**src/rtl/id_stage_pipe_pkg.sv**
```systemverilog
// Shared definitions for the ID stage: opcodes, function codes, ALU codes and reset level.
package id_stage_pipe_pkg;

    // Reset is asserted when rst equals this level.
    localparam logic RstEnable = 1'b0;

    localparam logic [31:0] ZeroWord   = 32'h0000_0000;
    localparam logic [4:0]  NOPRegAddr = 5'b00000;

    localparam int unsigned AluOpW  = 8;
    localparam int unsigned AluSelW = 3;

    // Primary opcodes
    localparam logic [5:0] OpSpecial = 6'b000000;
    localparam logic [5:0] OpAndi    = 6'b001100;
    localparam logic [5:0] OpOri     = 6'b001101;
    localparam logic [5:0] OpXori    = 6'b001110;
    localparam logic [5:0] OpLui     = 6'b001111;
    localparam logic [5:0] OpSlti    = 6'b001010;
    localparam logic [5:0] OpSltiu   = 6'b001011;
    localparam logic [5:0] OpAddiu   = 6'b001001;
    localparam logic [5:0] OpLw      = 6'b100011;

    // SPECIAL function codes
    localparam logic [5:0] FnAnd  = 6'b100100;
    localparam logic [5:0] FnOr   = 6'b100101;
    localparam logic [5:0] FnXor  = 6'b100110;
    localparam logic [5:0] FnNor  = 6'b100111;
    localparam logic [5:0] FnSlt  = 6'b101010;
    localparam logic [5:0] FnSltu = 6'b101011;
    localparam logic [5:0] FnAddu = 6'b100001;
    localparam logic [5:0] FnSubu = 6'b100011;
    localparam logic [5:0] FnSllv = 6'b000100;
    localparam logic [5:0] FnSrlv = 6'b000110;
    localparam logic [5:0] FnSrav = 6'b000111;
    localparam logic [5:0] FnSll  = 6'b000000;
    localparam logic [5:0] FnSrl  = 6'b000010;
    localparam logic [5:0] FnSra  = 6'b000011;

    // ALU operations
    localparam logic [AluOpW-1:0] AluOpNop  = 8'b0000_0000;
    localparam logic [AluOpW-1:0] AluOpAnd  = 8'b0010_0100;
    localparam logic [AluOpW-1:0] AluOpOr   = 8'b0010_0101;
    localparam logic [AluOpW-1:0] AluOpXor  = 8'b0010_0110;
    localparam logic [AluOpW-1:0] AluOpNor  = 8'b0010_0111;
    localparam logic [AluOpW-1:0] AluOpSlt  = 8'b0010_1010;
    localparam logic [AluOpW-1:0] AluOpSltu = 8'b0010_1011;
    localparam logic [AluOpW-1:0] AluOpAdd  = 8'b0010_0001;
    localparam logic [AluOpW-1:0] AluOpSub  = 8'b0010_0011;
    localparam logic [AluOpW-1:0] AluOpSll  = 8'b0111_1100;
    localparam logic [AluOpW-1:0] AluOpSrl  = 8'b0000_0010;
    localparam logic [AluOpW-1:0] AluOpSra  = 8'b0000_0011;
    localparam logic [AluOpW-1:0] AluOpLw   = 8'b1110_0011;

    // Result-class selects
    localparam logic [AluSelW-1:0] AluSelResNop       = 3'b000;
    localparam logic [AluSelW-1:0] AluSelResLogic     = 3'b001;
    localparam logic [AluSelW-1:0] AluSelResShift     = 3'b010;
    localparam logic [AluSelW-1:0] AluSelResArith     = 3'b100;
    localparam logic [AluSelW-1:0] AluSelResLoadStore = 3'b111;

endpackage

```
**src/rtl/id_fwd_mux.sv**
```systemverilog
// Per-operand selector: $0, EX forward, MEM forward, regfile data or immediate.
module id_fwd_mux
    import id_stage_pipe_pkg::*;
#(
    parameter int unsigned DATA_W     = 32,
    parameter int unsigned REG_ADDR_W = 5,
    parameter bit          FWD_EN     = 1'b1
) (
    input  logic                  read_en,
    input  logic [REG_ADDR_W-1:0] addr,
    input  logic [DATA_W-1:0]     rf_data,
    input  logic [DATA_W-1:0]     imm,
    input  logic                  ex_wreg,
    input  logic [REG_ADDR_W-1:0] ex_wd,
    input  logic [DATA_W-1:0]     ex_wdata,
    input  logic                  mem_wreg,
    input  logic [REG_ADDR_W-1:0] mem_wd,
    input  logic [DATA_W-1:0]     mem_wdata,
    output logic [DATA_W-1:0]     operand
);

    logic ex_hit;
    logic mem_hit;

    assign ex_hit  = FWD_EN && ex_wreg && (ex_wd == addr);
    assign mem_hit = FWD_EN && mem_wreg && (mem_wd == addr);

    // Youngest producer wins: EX before MEM before the register file.
    always_comb begin
        operand = rf_data;
        if (!read_en) begin
            operand = imm;
        end else if (addr == REG_ADDR_W'(NOPRegAddr)) begin
            operand = '0;
        end else if (ex_hit) begin
            operand = ex_wdata;
        end else if (mem_hit) begin
            operand = mem_wdata;
        end
    end

endmodule

```
**src/rtl/id_stage_pipe.sv**
```systemverilog
// Instruction-decode stage with operand forwarding, load-use stall and an ID/EX register.
module id_stage_pipe
    import id_stage_pipe_pkg::*;
#(
    parameter int unsigned DATA_W     = 32,
    parameter int unsigned REG_ADDR_W = 5,
    parameter bit          FWD_EN     = 1'b1,
    parameter int unsigned CNT_W      = 16
) (
    input  logic                  clk,
    input  logic                  rst,
    input  logic                  if_valid_i,
    input  logic [31:0]           if_pc_i,
    input  logic [31:0]           if_inst_i,
    output logic                  id_ready_o,
    output logic                  reg1_read_o,
    output logic                  reg2_read_o,
    output logic [REG_ADDR_W-1:0] reg1_addr_o,
    output logic [REG_ADDR_W-1:0] reg2_addr_o,
    input  logic [DATA_W-1:0]     reg1_data_i,
    input  logic [DATA_W-1:0]     reg2_data_i,
    input  logic                  ex_wreg_i,
    input  logic                  mem_wreg_i,
    input  logic [REG_ADDR_W-1:0] ex_wd_i,
    input  logic [REG_ADDR_W-1:0] mem_wd_i,
    input  logic [DATA_W-1:0]     ex_wdata_i,
    input  logic [DATA_W-1:0]     mem_wdata_i,
    input  logic                  ex_is_load_i,
    input  logic                  ex_ready_i,
    input  logic                  flush_i,
    output logic                  id_valid_o,
    output logic [AluOpW-1:0]     aluop_o,
    output logic [AluSelW-1:0]    alusel_o,
    output logic [DATA_W-1:0]     reg1_o,
    output logic [DATA_W-1:0]     reg2_o,
    output logic [REG_ADDR_W-1:0] wd_o,
    output logic                  wreg_o,
    output logic                  is_load_o,
    output logic [31:0]           pc_o,
    output logic                  inst_invalid_o,
    output logic [CNT_W-1:0]      stall_cnt_o
);

    // Instruction fields
    logic [5:0]  op;
    logic [4:0]  rs;
    logic [4:0]  rt;
    logic [4:0]  rd;
    logic [4:0]  shamt;
    logic [5:0]  funct;
    logic [15:0] imm16;

    assign op    = if_inst_i[31:26];
    assign rs    = if_inst_i[25:21];
    assign rt    = if_inst_i[20:16];
    assign rd    = if_inst_i[15:11];
    assign shamt = if_inst_i[10:6];
    assign funct = if_inst_i[5:0];
    assign imm16 = if_inst_i[15:0];

    logic [DATA_W-1:0] imm_zext;
    logic [DATA_W-1:0] imm_sext;
    logic [DATA_W-1:0] imm_lui;
    logic [DATA_W-1:0] shamt_zext;

    assign imm_zext   = DATA_W'(imm16);
    assign imm_sext   = {{(DATA_W-16){imm16[15]}}, imm16};
    assign imm_lui    = DATA_W'({imm16, 16'h0000});
    assign shamt_zext = DATA_W'(shamt);

    // Decoded control
    logic [AluOpW-1:0]     dec_aluop;
    logic [AluSelW-1:0]    dec_alusel;
    logic                  rd1_en;
    logic                  rd2_en;
    logic [REG_ADDR_W-1:0] rd1_addr;
    logic [REG_ADDR_W-1:0] rd2_addr;
    logic [REG_ADDR_W-1:0] dec_wd;
    logic                  dec_wreg_raw;
    logic                  dec_wreg;
    logic                  dec_load;
    logic                  dec_invalid;
    logic [DATA_W-1:0]     imm1;
    logic [DATA_W-1:0]     imm2;

    // Combinational decode of the instruction word.
    always_comb begin
        dec_aluop    = AluOpNop;
        dec_alusel   = AluSelResNop;
        rd1_en       = 1'b0;
        rd2_en       = 1'b0;
        rd1_addr     = REG_ADDR_W'(rs);
        rd2_addr     = REG_ADDR_W'(rt);
        dec_wd       = REG_ADDR_W'(NOPRegAddr);
        dec_wreg_raw = 1'b0;
        dec_load     = 1'b0;
        dec_invalid  = 1'b0;
        imm1         = '0;
        imm2         = '0;

        unique case (op)
            OpSpecial: begin
                rd1_en       = 1'b1;
                rd2_en       = 1'b1;
                dec_wd       = REG_ADDR_W'(rd);
                dec_wreg_raw = 1'b1;
                unique case (funct)
                    FnAnd:  begin dec_aluop = AluOpAnd;  dec_alusel = AluSelResLogic; end
                    FnOr:   begin dec_aluop = AluOpOr;   dec_alusel = AluSelResLogic; end
                    FnXor:  begin dec_aluop = AluOpXor;  dec_alusel = AluSelResLogic; end
                    FnNor:  begin dec_aluop = AluOpNor;  dec_alusel = AluSelResLogic; end
                    FnSlt:  begin dec_aluop = AluOpSlt;  dec_alusel = AluSelResArith; end
                    FnSltu: begin dec_aluop = AluOpSltu; dec_alusel = AluSelResArith; end
                    FnAddu: begin dec_aluop = AluOpAdd;  dec_alusel = AluSelResArith; end
                    FnSubu: begin dec_aluop = AluOpSub;  dec_alusel = AluSelResArith; end
                    FnSllv: begin dec_aluop = AluOpSll;  dec_alusel = AluSelResShift; end
                    FnSrlv: begin dec_aluop = AluOpSrl;  dec_alusel = AluSelResShift; end
                    FnSrav: begin dec_aluop = AluOpSra;  dec_alusel = AluSelResShift; end
                    // Constant shifts take the amount from shamt on port 1.
                    FnSll, FnSrl, FnSra: begin
                        rd1_en     = 1'b0;
                        imm1       = shamt_zext;
                        dec_alusel = AluSelResShift;
                        dec_aluop  = (funct == FnSll) ? AluOpSll :
                                     (funct == FnSrl) ? AluOpSrl : AluOpSra;
                    end
                    default: begin
                        rd1_en       = 1'b0;
                        rd2_en       = 1'b0;
                        dec_wreg_raw = 1'b0;
                        dec_invalid  = 1'b1;
                    end
                endcase
            end
            OpAndi, OpOri, OpXori, OpLui, OpSlti, OpSltiu, OpAddiu, OpLw: begin
                rd1_en       = 1'b1;
                dec_wd       = REG_ADDR_W'(rt);
                dec_wreg_raw = 1'b1;
                imm2         = imm_sext;
                unique case (op)
                    OpAndi: begin
                        dec_aluop = AluOpAnd; dec_alusel = AluSelResLogic; imm2 = imm_zext;
                    end
                    OpOri: begin
                        dec_aluop = AluOpOr;  dec_alusel = AluSelResLogic; imm2 = imm_zext;
                    end
                    OpXori: begin
                        dec_aluop = AluOpXor; dec_alusel = AluSelResLogic; imm2 = imm_zext;
                    end
                    // LUI is OR with $0 and the shifted immediate.
                    OpLui: begin
                        dec_aluop  = AluOpOr;
                        dec_alusel = AluSelResLogic;
                        rd1_addr   = REG_ADDR_W'(NOPRegAddr);
                        imm2       = imm_lui;
                    end
                    OpSlti:  begin dec_aluop = AluOpSlt;  dec_alusel = AluSelResArith; end
                    OpSltiu: begin dec_aluop = AluOpSltu; dec_alusel = AluSelResArith; end
                    OpAddiu: begin dec_aluop = AluOpAdd;  dec_alusel = AluSelResArith; end
                    default: begin
                        dec_aluop  = AluOpLw;
                        dec_alusel = AluSelResLoadStore;
                        dec_load   = 1'b1;
                    end
                endcase
            end
            default: begin
                dec_invalid = 1'b1;
            end
        endcase
    end

    assign dec_wreg = dec_wreg_raw && (dec_wd != REG_ADDR_W'(NOPRegAddr));

    assign reg1_read_o = rd1_en;
    assign reg2_read_o = rd2_en;
    assign reg1_addr_o = rd1_addr;
    assign reg2_addr_o = rd2_addr;

    logic [DATA_W-1:0] opnd1;
    logic [DATA_W-1:0] opnd2;

    id_fwd_mux #(
        .DATA_W     (DATA_W),
        .REG_ADDR_W (REG_ADDR_W),
        .FWD_EN     (FWD_EN)
    ) u_fwd1 (
        .read_en   (rd1_en),
        .addr      (rd1_addr),
        .rf_data   (reg1_data_i),
        .imm       (imm1),
        .ex_wreg   (ex_wreg_i),
        .ex_wd     (ex_wd_i),
        .ex_wdata  (ex_wdata_i),
        .mem_wreg  (mem_wreg_i),
        .mem_wd    (mem_wd_i),
        .mem_wdata (mem_wdata_i),
        .operand   (opnd1)
    );

    id_fwd_mux #(
        .DATA_W     (DATA_W),
        .REG_ADDR_W (REG_ADDR_W),
        .FWD_EN     (FWD_EN)
    ) u_fwd2 (
        .read_en   (rd2_en),
        .addr      (rd2_addr),
        .rf_data   (reg2_data_i),
        .imm       (imm2),
        .ex_wreg   (ex_wreg_i),
        .ex_wd     (ex_wd_i),
        .ex_wdata  (ex_wdata_i),
        .mem_wreg  (mem_wreg_i),
        .mem_wd    (mem_wd_i),
        .mem_wdata (mem_wdata_i),
        .operand   (opnd2)
    );

    // ID/EX register state
    logic                  valid_q,   valid_d;
    logic [AluOpW-1:0]     aluop_q,   aluop_d;
    logic [AluSelW-1:0]    alusel_q,  alusel_d;
    logic [DATA_W-1:0]     reg1_q,    reg1_d;
    logic [DATA_W-1:0]     reg2_q,    reg2_d;
    logic [REG_ADDR_W-1:0] wd_q,      wd_d;
    logic                  wreg_q,    wreg_d;
    logic                  load_q,    load_d;
    logic [31:0]           pc_q,      pc_d;
    logic                  invalid_q, invalid_d;
    logic [CNT_W-1:0]      cnt_q,     cnt_d;

    logic load_use;
    logic advance;

    // A loaded value still in EX cannot be forwarded; the consumer must wait a cycle.
    assign load_use = if_valid_i && ex_is_load_i && ex_wreg_i &&
                      (ex_wd_i != REG_ADDR_W'(NOPRegAddr)) &&
                      ((rd1_en && (rd1_addr == ex_wd_i)) || (rd2_en && (rd2_addr == ex_wd_i)));

    assign advance    = ex_ready_i || !valid_q;
    assign id_ready_o = flush_i || (advance && !load_use);

    // Next-state for the ID/EX register and the stall counter.
    always_comb begin
        valid_d   = valid_q;
        aluop_d   = aluop_q;
        alusel_d  = alusel_q;
        reg1_d    = reg1_q;
        reg2_d    = reg2_q;
        wd_d      = wd_q;
        wreg_d    = wreg_q;
        load_d    = load_q;
        pc_d      = pc_q;
        invalid_d = invalid_q;
        cnt_d     = cnt_q;

        if (flush_i) begin
            valid_d = 1'b0;
            wreg_d  = 1'b0;
        end else if (advance) begin
            if (load_use) begin
                valid_d   = 1'b0;
                aluop_d   = AluOpNop;
                alusel_d  = AluSelResNop;
                reg1_d    = '0;
                reg2_d    = '0;
                wd_d      = REG_ADDR_W'(NOPRegAddr);
                wreg_d    = 1'b0;
                load_d    = 1'b0;
                pc_d      = ZeroWord;
                invalid_d = 1'b0;
            end else begin
                valid_d   = if_valid_i;
                aluop_d   = dec_aluop;
                alusel_d  = dec_alusel;
                reg1_d    = opnd1;
                reg2_d    = opnd2;
                wd_d      = dec_wd;
                wreg_d    = dec_wreg;
                load_d    = dec_load;
                pc_d      = if_pc_i;
                invalid_d = dec_invalid;
            end
        end

        if (load_use && !flush_i && (cnt_q != '1)) begin
            cnt_d = cnt_q + CNT_W'(1);
        end
    end

    // ID/EX register with synchronous reset.
    always_ff @(posedge clk) begin
        if (rst == RstEnable) begin
            valid_q   <= 1'b0;
            aluop_q   <= AluOpNop;
            alusel_q  <= AluSelResNop;
            reg1_q    <= '0;
            reg2_q    <= '0;
            wd_q      <= REG_ADDR_W'(NOPRegAddr);
            wreg_q    <= 1'b0;
            load_q    <= 1'b0;
            pc_q      <= ZeroWord;
            invalid_q <= 1'b0;
            cnt_q     <= '0;
        end else begin
            valid_q   <= valid_d;
            aluop_q   <= aluop_d;
            alusel_q  <= alusel_d;
            reg1_q    <= reg1_d;
            reg2_q    <= reg2_d;
            wd_q      <= wd_d;
            wreg_q    <= wreg_d;
            load_q    <= load_d;
            pc_q      <= pc_d;
            invalid_q <= invalid_d;
            cnt_q     <= cnt_d;
        end
    end

    assign id_valid_o     = valid_q;
    assign aluop_o        = aluop_q;
    assign alusel_o       = alusel_q;
    assign reg1_o         = reg1_q;
    assign reg2_o         = reg2_q;
    assign wd_o           = wd_q;
    assign wreg_o         = wreg_q;
    assign is_load_o      = load_q;
    assign pc_o           = pc_q;
    assign inst_invalid_o = invalid_q;
    assign stall_cnt_o    = cnt_q;

endmodule

```
**config.mk**
```make
export PLATFORM = sky130hd
export DESIGN_NAME = id_stage_pipe
export DESIGN_NICKNAME = d
export VERILOG_FILES = /design/src/rtl/id_stage_pipe_pkg.sv /design/src/rtl/id_fwd_mux.sv /design/src/rtl/id_stage_pipe.sv
export SDC_FILE = /design/constraint.sdc
export NUM_CORES = 1
export LEC_CHECK = 0
export ABC_AREA = 1
export CAP_MARGIN = 20
export CORE_AREA = 2 2 136 138
export DETAILED_ROUTE_END_ITERATION = 8
export DIE_AREA = 0 0 138 140
export MAX_ROUTING_LAYER = met4
export PLACE_DENSITY = 0.93
export SYNTH_ARGS = -nofsm -noshare
export SYNTH_HDL_FRONTEND = slang
export SYNTH_SLANG_ARGS = --single-unit
```
**constraint.sdc**
```tcl
create_clock -name clk -period 7.9 [get_ports clk]
set_clock_uncertainty 0.2 [all_clocks]
set_input_delay 2.37 -clock clk [delete_from_list [all_inputs] [get_ports clk]]
set_output_delay 2.37 -clock clk [all_outputs]
set_load 0.01 [all_outputs]
```
==> results of run 1 <==
-- cells by family after synthesis --
kind of cell	after synthesis
xor+xnor	10
buf+inv	228
simple gates	596
fa+ha+maj	1
compound gates	365
flops	132
-- where the power goes --
part / switching (mW) / internal [mW] / leakage, nW / total (mW)
logic: 0.184 / 0.184 / 3.77 / 0.368
clock network: 0.355 / 0.448 / 0.280 / 0.803
registers: 0.0106 / 0.685 / 1.07 / 0.696
-- worst max-delay path, cell delays in order --
cell,delay [ns]
clkdlybuf4s50_1,0.60
nand2_2,0.21
nor2_2,0.17
nand2_2,0.21
nand2_1,0.20
nand2_1,0.07
nand2_1,0.07
nand3_2,0.09
nor2_4,0.18
nand2_1,0.13
a21oi_2,0.20
o21ai_0,0.09
clkdlybuf4s50_1,0.50
-- path summary, 6_finish.rpt --
check	endpoint	slack [ns]	from	cells past startpoint
max	id_ready_o	0.24	if_inst_i[26]	13
min	reg1_o[28]	0.27	reg1_o[28]	2
max reg2reg	stall_cnt_o[13]	5.11	stall_cnt_o[0]	9
min reg2reg	reg1_o[28]	0.27	reg1_o[28]	2
-- state kept, by name, indices dropped and copies added (netlist names) --
register,flops
wreg_o,1
stall_cnt_o,16
inst_invalid_o,1
reg2_o,32
alusel_o,3
pc_o,32
is_load_o,1
wd_o,5
aluop_o,8
reg1_o,32
id_valid_o,1
-- per-stage QoR --
| stage | hold slack (ns) | util (%) | instance area (um2) | std cells |
|---|---|---|---|---|
| floorplan | 0.286 | - | 8280 | 1332 |
| global placement | 0.251 | 65.9 | 11700 | 1839 |
| detailed placement | 0.254 | 66.0 | 11700 | 1840 |
| CTS | 0.265 | 69.3 | 12300 | 1872 |
| global route | 0.290 | 69.6 | 12400 | 1876 |
| finish | 0.265 | 69.6 | 12400 | 1876 |
-- synth_stat cells (5+ instances only) --
cell type and instances:
nand2_1 384, a21oi_1 197, inv_1 141, dfxtp_1 132
o21ai_0 99, nor2_1 80, nand3_1 61, clkbuf_1 48
nand4_1 28, o21ai_1 23, o21bai_1 20, buf_6 15
buf_2 10, xor2_1 8, buf_4 7, nand2_2 7
nor3_1 7, o211ai_1 7, a22oi_1 5, nand3_2 5
nor2_4 5
-- per-layer routing --
| layer | wire [um] | vias to the layer above | global-route usage (%) |
|---|---|---|---|
| met3 | 2590 | 106 | 6.32 |
| met1 | 12500 | 4623 | 37.4 |
| met2 | 16300 | 533 | 59.5 |
| li1 | - | 4952 | - |
| met5 | 0 | - | - |
| met4 | 1590 | 0 | 15.5 |
-- timing repair --
action	in CTS	in global routing
hold buffers	0	0
endpoints found under the setup margin	0	1
gates resized for setup	0	1
setup buffers	0	0
-- final cells by class --
class | instances | share of cell area, %
antenna | 2 | 0.0404
clock buffer | 17 | 3.44
clock inverter | 15 | 1.32
inverter | 144 | 4.42
multi-input combinational | 972 | 37.5
sequential | 132 | 21.4
tap | 229 | 2.32
timing repair buffer | 365 | 29.6
==> metrics.md, run 1 <==
| Metric | Value |
|---|---|
| Initial DRC count | 734 |
| Tcrit/Tclk final | 97.0% |
| Total gr overflow | 0 |
| Num CTS Buffers | 17 |
| H-tree depth | 4 |
| Syn avg cell area | 6.22 um2 |
| TritonCTS clock tree | built |
| Synth Instances | 1332 |
| Multi-input logic area | 4640 um2 |
| Startpoint Class | input pin |
| Initial Util | 46.6% |
| Synth top area share | 31.9% |
| Pin count of the biggest net entering global routing | 71 |
| Worst Slack Setup Final | 0.239 ns |
| Post-route minimum period | 7.66 ns |
| Post-DP HPWL | 25.3 mm |
| Mux cell area share after synthesis | 0% |
| Clock transition at path regs | 0.07 ns |
| Layout cells sized above 1 | 5.05% |
| Core area | 17800 um2 |
| Leading area contributor after synthesis | dfxtp_1 |
| Max FO, Critical Path | 14 |
| Setup TNS | 0 ns |
| Synth Area in XOR/XNOR | 1.06% |
| Clk_lat worst skew | 0.42 ns |
| # IOs | 355 |
| Mapped Area | 8280 um2 |
| First-pass GRT wire length | 51.0 mm |
| CTS sink cnt | 132 |
| FP Rows | 49 |
| IO buf count | 354 |
| Detailed Routing Iterations Pass 1 | 5 |
| Via Count | 10214 |
| Min-delay worst type | reg -> reg |
| Die width | 138 um |
| Synth Area in Compound Gates | 23.5% |
| Measured slew at the worst slew-check pin | 1.05 ns |
| Kind of critical path | in -> out |
| Total die area | 19300 um2 |
| Final ANT Viol Nets | 0 |
| Sequential element share of the synthesized area | 31.9% |
| Commonest non-fill, non-tap cells in the layout | nand2_1 (384), clkdlybuf4s50_1 (354), a21oi_1 (196) |
| Area growth, synth to finish | 49.4% |
| Nets@finish | 1843 |
| Final setup viols | 0 |
| Total Routing Usage GR | 33.9% |
| Layout filler cell count | 1565 |
| Total power | 1.87 mW |
| Largest family of logic cells by synthesized area | simple AND/OR/NAND/NOR gates |
| Yosys reg bits | 132 |
| Initial antenna violation count | 2 |
| Post-Synth Simple-Gate Area | 31.2% |
| Clock Path Buffers | 2 |
| Reg area | 2640 um2 |
| Post-synth EDFFs | 0 |
| Post-Synth Adder-Cell Area | 0.151% |
| Place WS | 0.220 ns |
| Pleak | 5.12 nW |
| Pins Over Slew Limit | 0 |
| Syn_nets | 1543 |
| PD cells | 151 nW/um2 |
| CP endpoint kind | primary output |
| Yosys Warn Count | 0 |
| CP arrival | 5.09 ns |
| Chip height | 140 um |
| RSZ-0062 raised after global routing | no |
| Yosys cell types | 47 |
| Dominant cells by area after synthesis | dfxtp_1 (32%), nand2_1 (17%), a21oi_1 (12%), inv_1 (6.4%), o21ai_0 (6.0%) |
| Hold Fails Final Rpt | 0 |
| Number of global-route vias before repair | 9706 |
| Clock tree root buffer cell | clkbuf_16 |
| Asr flop ratio synth | 0% |
| Predominant post-synthesis flop cell | dfxtp_1 |
| Max-slew headroom | 29.9% |
| WL final | 32.9 mm |
| Via-to-Cell Ratio | 5.44 |
| Commonest non-fill, non-tap cell in the layout | nand2_1 |
| Global placement routability congestion | 1.00 |
| Maximum clock rate | 131 MHz |
| DRC viols | 0 |
| Required @ worst endpoint | 5.33 ns |
| Status | finished clean |
| Routed len/inst | 17.6 um |
| Max cap viols | 0 |
| Worst VDD drop | 0.153 mV |
No activity file was read; power rests on OpenSTA's default activity.
==> run 2: changes to the inputs <==
Settings changed: CTS_CLUSTER_SIZE from default to 20.
==> results of run 2 <==
Final layout, timing and power as in run 1 (identical DEF).
